$ cat src/rtl/qnet_dbg_pkg.sv
// qnet_dbg_pkg
//   Shared types and constants for the QNET command-debug trace buffer.
//   - type_trace_st_t : trace capture state, encoding visible on st_o
//   - CODE_*          : well-known command state codes
//   - trace_entry_t   : layout of one trace entry at the default
//                       timestamp width, {code, ts}, as it appears in
//                       rd_dt_o[29:0]
package qnet_dbg_pkg;

    localparam int unsigned CODE_W    = 6;
    localparam int unsigned TS_W_DFLT = 24;

    typedef enum logic [1:0] {
        ST_IDLE    = 2'd0,
        ST_CAPTURE = 2'd1,
        ST_POST    = 2'd2,
        ST_DONE    = 2'd3
    } type_trace_st_t;

    localparam logic [CODE_W-1:0] CODE_NOT_READY = 6'd0;
    localparam logic [CODE_W-1:0] CODE_IDLE      = 6'd1;
    localparam logic [CODE_W-1:0] CODE_ST_ERROR  = 6'd63;

    typedef struct packed {
        logic [CODE_W-1:0]    code;
        logic [TS_W_DFLT-1:0] ts;
    } trace_entry_t;

endpackage

$ cat src/rtl/qnet_dbg_trace_ram.sv
// qnet_dbg_trace_ram
//   Simple dual-port trace storage, 2**AW x DW. One synchronous write
//   port and one registered read port; a read of the address being
//   written in the same cycle returns the old contents. Not reset.
// Ports:
//   st_clk_i  in   clock
//   wr_en     in   write enable
//   wr_addr   in   write address
//   wr_data   in   write data
//   rd_addr   in   read address
//   rd_data   out  registered read data (1-cycle latency)
module qnet_dbg_trace_ram #(
    parameter int unsigned AW = 4,
    parameter int unsigned DW = 30
) (
    input  logic          st_clk_i,
    input  logic          wr_en,
    input  logic [AW-1:0] wr_addr,
    input  logic [DW-1:0] wr_data,
    input  logic [AW-1:0] rd_addr,
    output logic [DW-1:0] rd_data
);

    logic [DW-1:0] mem [2**AW];

    always_ff @(posedge st_clk_i) begin
        if (wr_en) begin
            mem[wr_addr] <= wr_data;
        end
        rd_data <= mem[rd_addr];
    end

endmodule

$ cat src/rtl/qnet_dbg_trace.sv
// qnet_dbg_trace
//   Trace buffer for the 32-bit command-state debug word. Every change of
//   the word while capturing stores {newest code, timestamp} into a
//   circular buffer; capture stops POST_TRIG entries after a trigger code.
//   Entries are read back oldest-first.
// Build option:
//   QNET_DBG_TS_DELTA_EN  defined   : ts = cycles since previous stored
//                                     entry (or since arm), saturating
//                         undefined : ts = absolute free-running counter
// Ports:
//   st_clk_i     in   clock
//   st_rst_ni    in   asynchronous active-low reset
//   debug_dt_i   in   packed state history, newest code in [29:24]
//   arm_i        in   pulse: clear trace and start capture
//   trig_en_i    in   enable trigger matching
//   trig_code_i  in   trigger state code
//   rd_idx_i     in   read index, 0 = oldest valid entry
//   rd_dt_o      out  {2'b0, code, ts}, 1 cycle after rd_idx_i
//   cnt_o        out  number of valid entries
//   wrap_o       out  old entries have been overwritten
//   trig_o       out  trigger entry captured
//   st_o         out  0 IDLE, 1 CAPTURE, 2 POST, 3 DONE
module qnet_dbg_trace
    import qnet_dbg_pkg::*;
#(
    parameter int unsigned DEPTH_LOG2 = 4,
    parameter int unsigned TS_W       = 24,
    parameter int unsigned POST_TRIG  = 4
) (
    input  logic                  st_clk_i,
    input  logic                  st_rst_ni,
    input  logic [31:0]           debug_dt_i,
    input  logic                  arm_i,
    input  logic                  trig_en_i,
    input  logic [5:0]            trig_code_i,
    input  logic [DEPTH_LOG2-1:0] rd_idx_i,
    output logic [31:0]           rd_dt_o,
    output logic [DEPTH_LOG2:0]   cnt_o,
    output logic                  wrap_o,
    output logic                  trig_o,
    output logic [1:0]            st_o
);

    localparam int unsigned           DEPTH     = 2**DEPTH_LOG2;
    localparam int unsigned           ENT_W     = CODE_W + TS_W;
    localparam logic [DEPTH_LOG2:0]   CNT_FULL  = (DEPTH_LOG2+1)'(DEPTH);
    localparam logic [DEPTH_LOG2-1:0] POST_LOAD = DEPTH_LOG2'(POST_TRIG);

    type_trace_st_t        st_q, st_nxt;
    logic [29:0]           prev_q;
    logic [CODE_W-1:0]     new_code;
    logic                  chg, cap_st, wr_en, trig_hit;
    logic [DEPTH_LOG2-1:0] wr_ptr_q, post_cnt_q, rd_addr;
    logic [DEPTH_LOG2:0]   cnt_q;
    logic                  wrap_q, trig_q, rd_vld_q;
    logic [TS_W-1:0]       ts_wr;
    logic [ENT_W-1:0]      wr_data, rd_data;
    logic                  unused_rsvd;

    // Bits [31:30] are reserved (always 0 upstream) and take no part in
    // change detection.
    assign unused_rsvd = ^debug_dt_i[31:30];

    assign new_code = debug_dt_i[29:24];
    assign chg      = (debug_dt_i[29:0] != prev_q);
    assign cap_st   = (st_q == ST_CAPTURE) || (st_q == ST_POST);
    // arm_i wins over a coincident change: that change is dropped.
    assign wr_en    = chg && cap_st && !arm_i;
    assign trig_hit = wr_en && (st_q == ST_CAPTURE) && trig_en_i
                      && (new_code == trig_code_i);

    // ------------------------------------------------------------------
    // Timestamp source
    // ------------------------------------------------------------------
`ifdef QNET_DBG_TS_DELTA_EN
    logic [TS_W-1:0] dlt_q;

    // Reloaded to 1 at the arm/write edge so that the value seen at a
    // later write edge equals the number of cycles in between.
    always_ff @(posedge st_clk_i or negedge st_rst_ni) begin
        if (!st_rst_ni) begin
            dlt_q <= '0;
        end else if (arm_i || wr_en) begin
            dlt_q <= TS_W'(1);
        end else if (dlt_q != '1) begin
            dlt_q <= dlt_q + 1'b1;
        end
    end

    assign ts_wr = dlt_q;
`else
    logic [TS_W-1:0] ts_q;

    always_ff @(posedge st_clk_i or negedge st_rst_ni) begin
        if (!st_rst_ni) begin
            ts_q <= '0;
        end else begin
            ts_q <= ts_q + 1'b1;
        end
    end

    assign ts_wr = ts_q;
`endif

    // ------------------------------------------------------------------
    // Capture FSM
    // ------------------------------------------------------------------
    always_ff @(posedge st_clk_i or negedge st_rst_ni) begin
        if (!st_rst_ni) begin
            st_q <= ST_IDLE;
        end else begin
            st_q <= st_nxt;
        end
    end

    always_comb begin
        st_nxt = st_q;
        if (arm_i) begin
            st_nxt = ST_CAPTURE;
        end else begin
            unique case (st_q)
                ST_CAPTURE: begin
                    if (trig_hit) begin
                        st_nxt = (POST_TRIG == 0) ? ST_DONE : ST_POST;
                    end
                end
                ST_POST: begin
                    if (wr_en && (post_cnt_q == DEPTH_LOG2'(1))) begin
                        st_nxt = ST_DONE;
                    end
                end
                default: ;
            endcase
        end
    end

    // ------------------------------------------------------------------
    // Write pointer, occupancy and flags
    // ------------------------------------------------------------------
    always_ff @(posedge st_clk_i or negedge st_rst_ni) begin
        if (!st_rst_ni) begin
            prev_q     <= '0;
            wr_ptr_q   <= '0;
            cnt_q      <= '0;
            wrap_q     <= 1'b0;
            trig_q     <= 1'b0;
            post_cnt_q <= '0;
            rd_vld_q   <= 1'b0;
        end else begin
            prev_q   <= debug_dt_i[29:0];
            rd_vld_q <= ({1'b0, rd_idx_i} < cnt_q);
            if (arm_i) begin
                wr_ptr_q <= '0;
                cnt_q    <= '0;
                wrap_q   <= 1'b0;
                trig_q   <= 1'b0;
            end else if (wr_en) begin
                wr_ptr_q <= wr_ptr_q + 1'b1;
                if (cnt_q == CNT_FULL) begin
                    wrap_q <= 1'b1;
                end else begin
                    cnt_q <= cnt_q + 1'b1;
                end
                if (trig_hit) begin
                    trig_q     <= 1'b1;
                    post_cnt_q <= POST_LOAD;
                end else if (st_q == ST_POST) begin
                    post_cnt_q <= post_cnt_q - 1'b1;
                end
            end
        end
    end

    // ------------------------------------------------------------------
    // Storage and read-back
    // ------------------------------------------------------------------
    assign wr_data = {new_code, ts_wr};

    // Once wrapped, the oldest entry sits at the write pointer.
    assign rd_addr = wrap_q ? (wr_ptr_q + rd_idx_i) : rd_idx_i;

    qnet_dbg_trace_ram #(
        .AW (DEPTH_LOG2),
        .DW (ENT_W)
    ) u_ram (
        .st_clk_i (st_clk_i),
        .wr_en    (wr_en),
        .wr_addr  (wr_ptr_q),
        .wr_data  (wr_data),
        .rd_addr  (rd_addr),
        .rd_data  (rd_data)
    );

    // The RAM output is not reset; the registered valid bit both blanks
    // out-of-range indices and forces 0 immediately on reset.
    assign rd_dt_o = rd_vld_q ? 32'(rd_data) : '0;
    assign cnt_o   = cnt_q;
    assign wrap_o  = wrap_q;
    assign trig_o  = trig_q;
    assign st_o    = st_q;

endmodule

$ cat config.mk
export PLATFORM = sky130hd
export DESIGN_NAME = qnet_dbg_trace
export DESIGN_NICKNAME = d
export VERILOG_FILES = /design/src/rtl/qnet_dbg_pkg.sv /design/src/rtl/qnet_dbg_trace_ram.sv /design/src/rtl/qnet_dbg_trace.sv
export SDC_FILE = /design/constraint.sdc
export NUM_CORES = 1
export LEC_CHECK = 0
export CORE_MARGIN = 3
export CORE_UTILIZATION = 55
export CTS_BUF_LIST = sky130_fd_sc_hd__clkbuf_4 sky130_fd_sc_hd__clkbuf_8 sky130_fd_sc_hd__clkbuf_16
export DETAILED_ROUTE_END_ITERATION = 12
export PLACE_DENSITY = 0.74
export SYNTH_ARGS = -nofsm -noshare
export SYNTH_HDL_FRONTEND = slang
export SYNTH_HIERARCHICAL = 1
export SYNTH_SLANG_ARGS = --single-unit
$ cat constraint.sdc
create_clock -name st_clk_i -period 4.39 [get_ports st_clk_i]
set_clock_uncertainty 0.1 [all_clocks]
set_input_delay 0.6585 -clock st_clk_i [delete_from_list [all_inputs] [get_ports st_clk_i]]
set_output_delay 0.6585 -clock st_clk_i [all_outputs]
set_load 0.01 [all_outputs]
Word level (Yosys, flattened, before mapping):

Memory sizes are Yosys's and may differ from the RTL's. A register that Yosys moved wholly into a read port is not among the register bits.
Index checks and enable logic that the tools add are counted.

* bitwise gates (word level): 1
* equal/unequal tests: 9
* reduce and logical (&&, ||, !) cells: 18
* order comparisons: 1
* add/sub/neg operators: 5
* muxes and demuxes: 21

Operator list (count)
* $mux W30: 1
* $ne A30 B30 Y1: 1
* $add A24 B1 Y24 const B: 1
* $mux W4: 5
* $mux W5: 3
* $mux W1: 8
* $reduce_bool A2 Y1: 4
* $eq A6 B6 Y1: 1
* $logic_and A1 B1 Y1: 6
* $mux W2: 3
* $ne A3 B3 Y1 const B: 2
* $reduce_and A2 Y1: 3
* $reduce_and A3 Y1: 2
* $add A5 B1 Y5 const B: 1
* $eq A5 B5 Y1 const B: 1
* $lt A4 B5 Y1: 1
* $add A4 B1 Y4 const B: 1
* $add A4 B4 Y4: 1
* $eq A4 B1 Y1 const B: 1
* $pmux W2 S2: 1
* $sub A4 B1 Y4 const B: 1
* $reduce_bool A3 Y1: 1
* $eq A2 B1 Y1 const B: 1
* $eq A2 B2 Y1 const B: 1
* other kinds (4): 4

* register bits after elaboration: 72
* memories: 1
* memory bits (writable): 480
* logic and storage cells: 65
* output and inout port bits: 41
* input bits: 46

Memories
* u_ram.mem: depth 16, bits a word 30, rd ports 1, clocked after memory_dff 1, wr ports 1, RTL line qnet_dbg_trace_ram.sv:24 `logic [DW-1:0] mem [2**AW];`

Longest topological paths before layout:

* depth in word-level cells: 10
* mapped depth: 10
* gate-level depth less buffers: 9

Modules after synthesis:

The synthesis kept the hierarchy.

Modules (own cells, without submodules)
* qnet_dbg_trace_ram: area each 18939.4 um2, seq. area each 15014.4 um2, cells each 785, instances 1
* qnet_dbg_trace: area each 3577.2 um2, seq. area each 1801.7 um2, cells each 322, instances 1

Least setup slack after synthesis:

Ideal clock, no wire load.

* kind: input port to flip-flop
* start: input debug_dt_i[26]
* end: memory u_ram.mem[0][0], enable pin
* path buffers: 0
* path slack: -277 ps
* stages on the path: 7
* setup time: 455 ps
* data required time: 3835 ps
* data arrival time: 4113 ps
* path through: xnor2_1 > nand4_1 > nor4_2 > a21oi_2 > nor2b_1 > or3b_2 > nor3_1

* word-level cells in the longest chain between the ends: 5

RTL lines
* from (decl): RTL line qnet_dbg_trace.sv:32 `input logic [31:0] debug_dt_i,`
* $ne A30 B30 Y1: RTL line qnet_dbg_trace.sv:65 `assign chg = (debug_dt_i[29:0] != prev_q);`
* $logic_and A1 B1 Y1 (2 in a row): RTL line qnet_dbg_trace.sv:68 `assign wr_en = chg && cap_st && !arm_i;`
* named net wr_en: RTL line qnet_dbg_trace.sv:52 `logic chg, cap_st, wr_en, trig_hit;`
* $mux W1: RTL line qnet_dbg_trace_ram.sv:27 `if (wr_en) begin`
* $mux W1 (implied by the code): RTL line qnet_dbg_trace_ram.sv:28 `mem[wr_addr] <= wr_data;`
* to (decl): RTL line qnet_dbg_trace_ram.sv:24

The timed path passes the listed nets, and every way through them passes these cells.

Worst setup path in the final report:

* start: input debug_dt_i[29]
* end: memory u_ram.mem[14][10], enable pin

Same word-level chain as after synthesis.

==> reports/results.tsv <==
stage	metric	value	unit
layout	final_core_util	65.1	%
cts	clock_latency	0.61	ns
critical_path	worstSetupPathType	input port to flop	
sta	period_needed	3.33	ns
logic_synthesis	synth_top_area_share	64.0	%
logic_synthesis	yosysMostFrequentCell	edfxtp_1	
logic_synthesis	syn_area	22500	µm²
layout	nFillCells	2584	
layout	regArea	16800	µm²
cts	cts-buffers-inserted	56	
floorplan	initial_core_util	56.2	%
cts	cts_hold_buf	0	
sta	maxSlewViolCount	0	
logic_synthesis	synthArstFlopShare	12.4	%
sta	hold_viol_final	0	
logic_synthesis	ys_ff_latch	582	
logic_synthesis	synthTopCellsByArea	edfxtp_1 (64%), dfrtp_1 (8.0%), mux4_2 (6.6%)	
layout	multi_input_area	5450	µm²
route	dr_total_vias	11000	
sta	tightest_slew	0.977	ns
cts	postCtsSetupRepairBufs	0	
critical_path	worstSetupStartpointType	input port	
critical_path	critPathTopFamily	simple AND/OR/NAND/NOR gates	
floorplan	core-area	40100	µm²
logic_synthesis	yosysWarnings	6	
placement	io_buffers	82	
pwr	p_leak	9.76	nW
route	wl_met2	22.6	mm
critical_path	r2r_cells	7	
route	m1WireLength	18.4	mm
cts	clkTransAtPathRegs	0.06	ns
flow_run	cap_violations	0	
floorplan	pin_count	87	
logic_synthesis	synth_area_leader_cell	edfxtp_1	
critical_path	cpPeakStageDelay	0.60	ns
layout	drive_gt1_share	18.9	%
critical_path	cp.arrival	3.49	ns
route	via_per_inst	6.04	
route	drt-wirelength-per-cell	25.0	µm
global_routing	track_usage	21.2	%
critical_path	cp_num_cells	9	
logic_synthesis	synth_common_cells	edfxtp_1 (480), dfrtp_1 (72), mux4_2 (66)	
sta	setup_viol	0	
sta	slew_headroom	34.9	%
route	initialDrtViolationCount	1055	
route	wl_met3	3.50	mm
global_routing	grt_max_degree	73	
critical_path	cp_max_fo	18	
cts	cts_root_buf	clkbuf_16	
floorplan	std_cell_rows	73	
cts	ctsResizeCount	0	
logic_synthesis	synthCells	1107	
floorplan	die_area	43400	µm²
logic_synthesis	yosysSeqAreaShare	74.7	%
route	ant_nets	0	
critical_path	path_buf_inv	2	
logic_synthesis	syn-mean-instance-area	20.3	µm²
critical_path	cp-end-kind	flop	
placement	place_hpwl	24.8	mm
cts	cts.sinks	582	
status	outcome	finished, final reports clean	
cts	cts_tree	done	
global_routing	grt_pass1_vias	11500	
logic_synthesis	synth_top_flop_cell	edfxtp_1	
sta	rsz0062_at_grt	false	
route	dr.pass1.iters	5	
critical_path	crit_path_cell_trace	clkdlybuf4s50_1, xnor2_1, nand4_1, nor4_2, a21oi_2, nor2b_1, nand3_1, nor2_4, buf_4	
layout	antenna_cells	0	
sta	setup_tns	0	ns
floorplan	die_h	208	µm
logic_synthesis	synth_edf_count	480	
floorplan	die_w	208	µm
global_routing	antenna_found_initial	0	
global_routing	overflow	0	
sta	period_share	75.9	%
layout	nets	1307	
layout	area_growth	15.9	%
cts	cts.htree.levels	2	
placement	gp_congestion	0.756	
sta	fmaxAchievable	300	MHz
pwr	peakVddDrop	0.000331	V
critical_path	required	4.54	ns
hold_path	hold_path.class	input port to asynchronous set/reset pin	
route	routed.top_layer	met4	
route	drt_wl_total	45.5	mm
logic_synthesis	ys_types	51	
route	drc	0	
cts	clockBufferDepth	3	
pwr	power_per_cell_area	441	nW/µm²
global_routing	grt_pass1_wl	69.4	mm
critical_path	slowest_stage	nor2_4	
==> cells in the final DEF (no fill, tap or decap), types with 4 or more instances in the layout <==
master / n
nor2_4: 13
xnor2_1: 49
buf_12: 6
a22oi_1: 60
buf_4: 40
bufinv_16: 6
clkbuf_16: 57
nand4_1: 13
edfxtp_1: 480
clkinv_2: 4
nand3_1: 16
dfrtp_1: 72
and3_1: 7
xor2_1: 13
and2_1: 31
mux4_1: 54
nor2_1: 18
dfxtp_1: 30
ha_1: 14
inv_1: 14
clkdlybuf4s50_1: 81
mux4_2: 66
nand2b_1: 8
clkinv_1: 10
a21oi_1: 10
mux2_2: 4
nand2_1: 42
clkbuf_4: 18
==> cell families after synthesis <==
group	Yosys count	synth area share (%)
AO/OA/AOI/OAI	85	2.79
XOR/XNOR	62	2.41
adder cells (fa/ha/maj)	15	0.867
AND/OR/NAND/NOR	172	4.00
flip-flops	582	74.7
other	1	0.0167
buffers and inverters	61	1.88
multiplexers	129	13.4
==> metal layers <==
layer | track usage (%) | vias to the layer above
li1 | - | 4757
met1 | 29.8 | 5733
met2 | 34.4 | 423
met3 | 4.39 | 74
met4 | 6.18 | 0
met5 | 0 | -
==> area by class of cell <==
type,instances,area share (%)
clock inverters,28,1.15
inverters,14,0.201
clock buffers,77,6.09
multi-input cells,465,20.9
flip-flops and latches,582,64.4
repair buffers,127,4.72
well taps,525,2.52
==> worst paths after layout <==
check | slack, ns | to | start
worst max register to register | 1.17 | u_ram/mem[14][10] | st_o[0]
worst min register to register | 0.42 | trig_o | trig_o
min in group st_clk_i | 0.42 | trig_o | trig_o
worst min-delay path | 0.12 | cnt_o[0] | st_rst_ni
worst max-delay path | 1.06 | u_ram/mem[14][10] | debug_dt_i[29]
max in group asynchronous | 3.45 | prev_q[11] | st_rst_ni
==> state kept, by name, summed over array words and instances, names as in the netlist <==
register / cells
cnt_o: 5
post_cnt_q: 4
prev_q: 30
rd_vld_q: 1
st_o: 2
trig_o: 1
ts_q: 24
u_ram/mem: 480
u_ram/rd_data: 30
wr_ptr_q: 4
wrap_o: 1
==> stage by stage <==
step / setup slack (ns) / area [µm²] / total power, mW / hold slack (ns) / instances
2_1_floorplan: 0.0484 / 22500 / 6.51 / 0.263 / 1108
6_report: 1.06 / 26100 / 11.5 / 0.123 / 1818
3_5_place_dp: 0.400 / 24200 / 6.77 / 0.391 / 1713
4_1_cts: 1.02 / 26100 / 11.6 / 0.130 / 1818
5_1_grt: 0.867 / 26100 / 11.9 / 0.187 / 1818
3_3_place_gp: 0.451 / 24200 / 6.75 / 0.391 / 1713
==> worst register-to-register path: cells and delay by family (launching register included) <==
family,cells,cell delay (ns)
simple gates,3,1.36
buf+inv,2,0.55
flops,1,0.42
fa+ha+maj,1,0.31
compound gates,1,0.13
==> where the power goes <==
group          switching, mW  internal [mW]
Clock                   1.98           2.89
Combinational          0.313          0.253
Sequential            0.0471           6.04
Power figures use the tool's default switching activity.
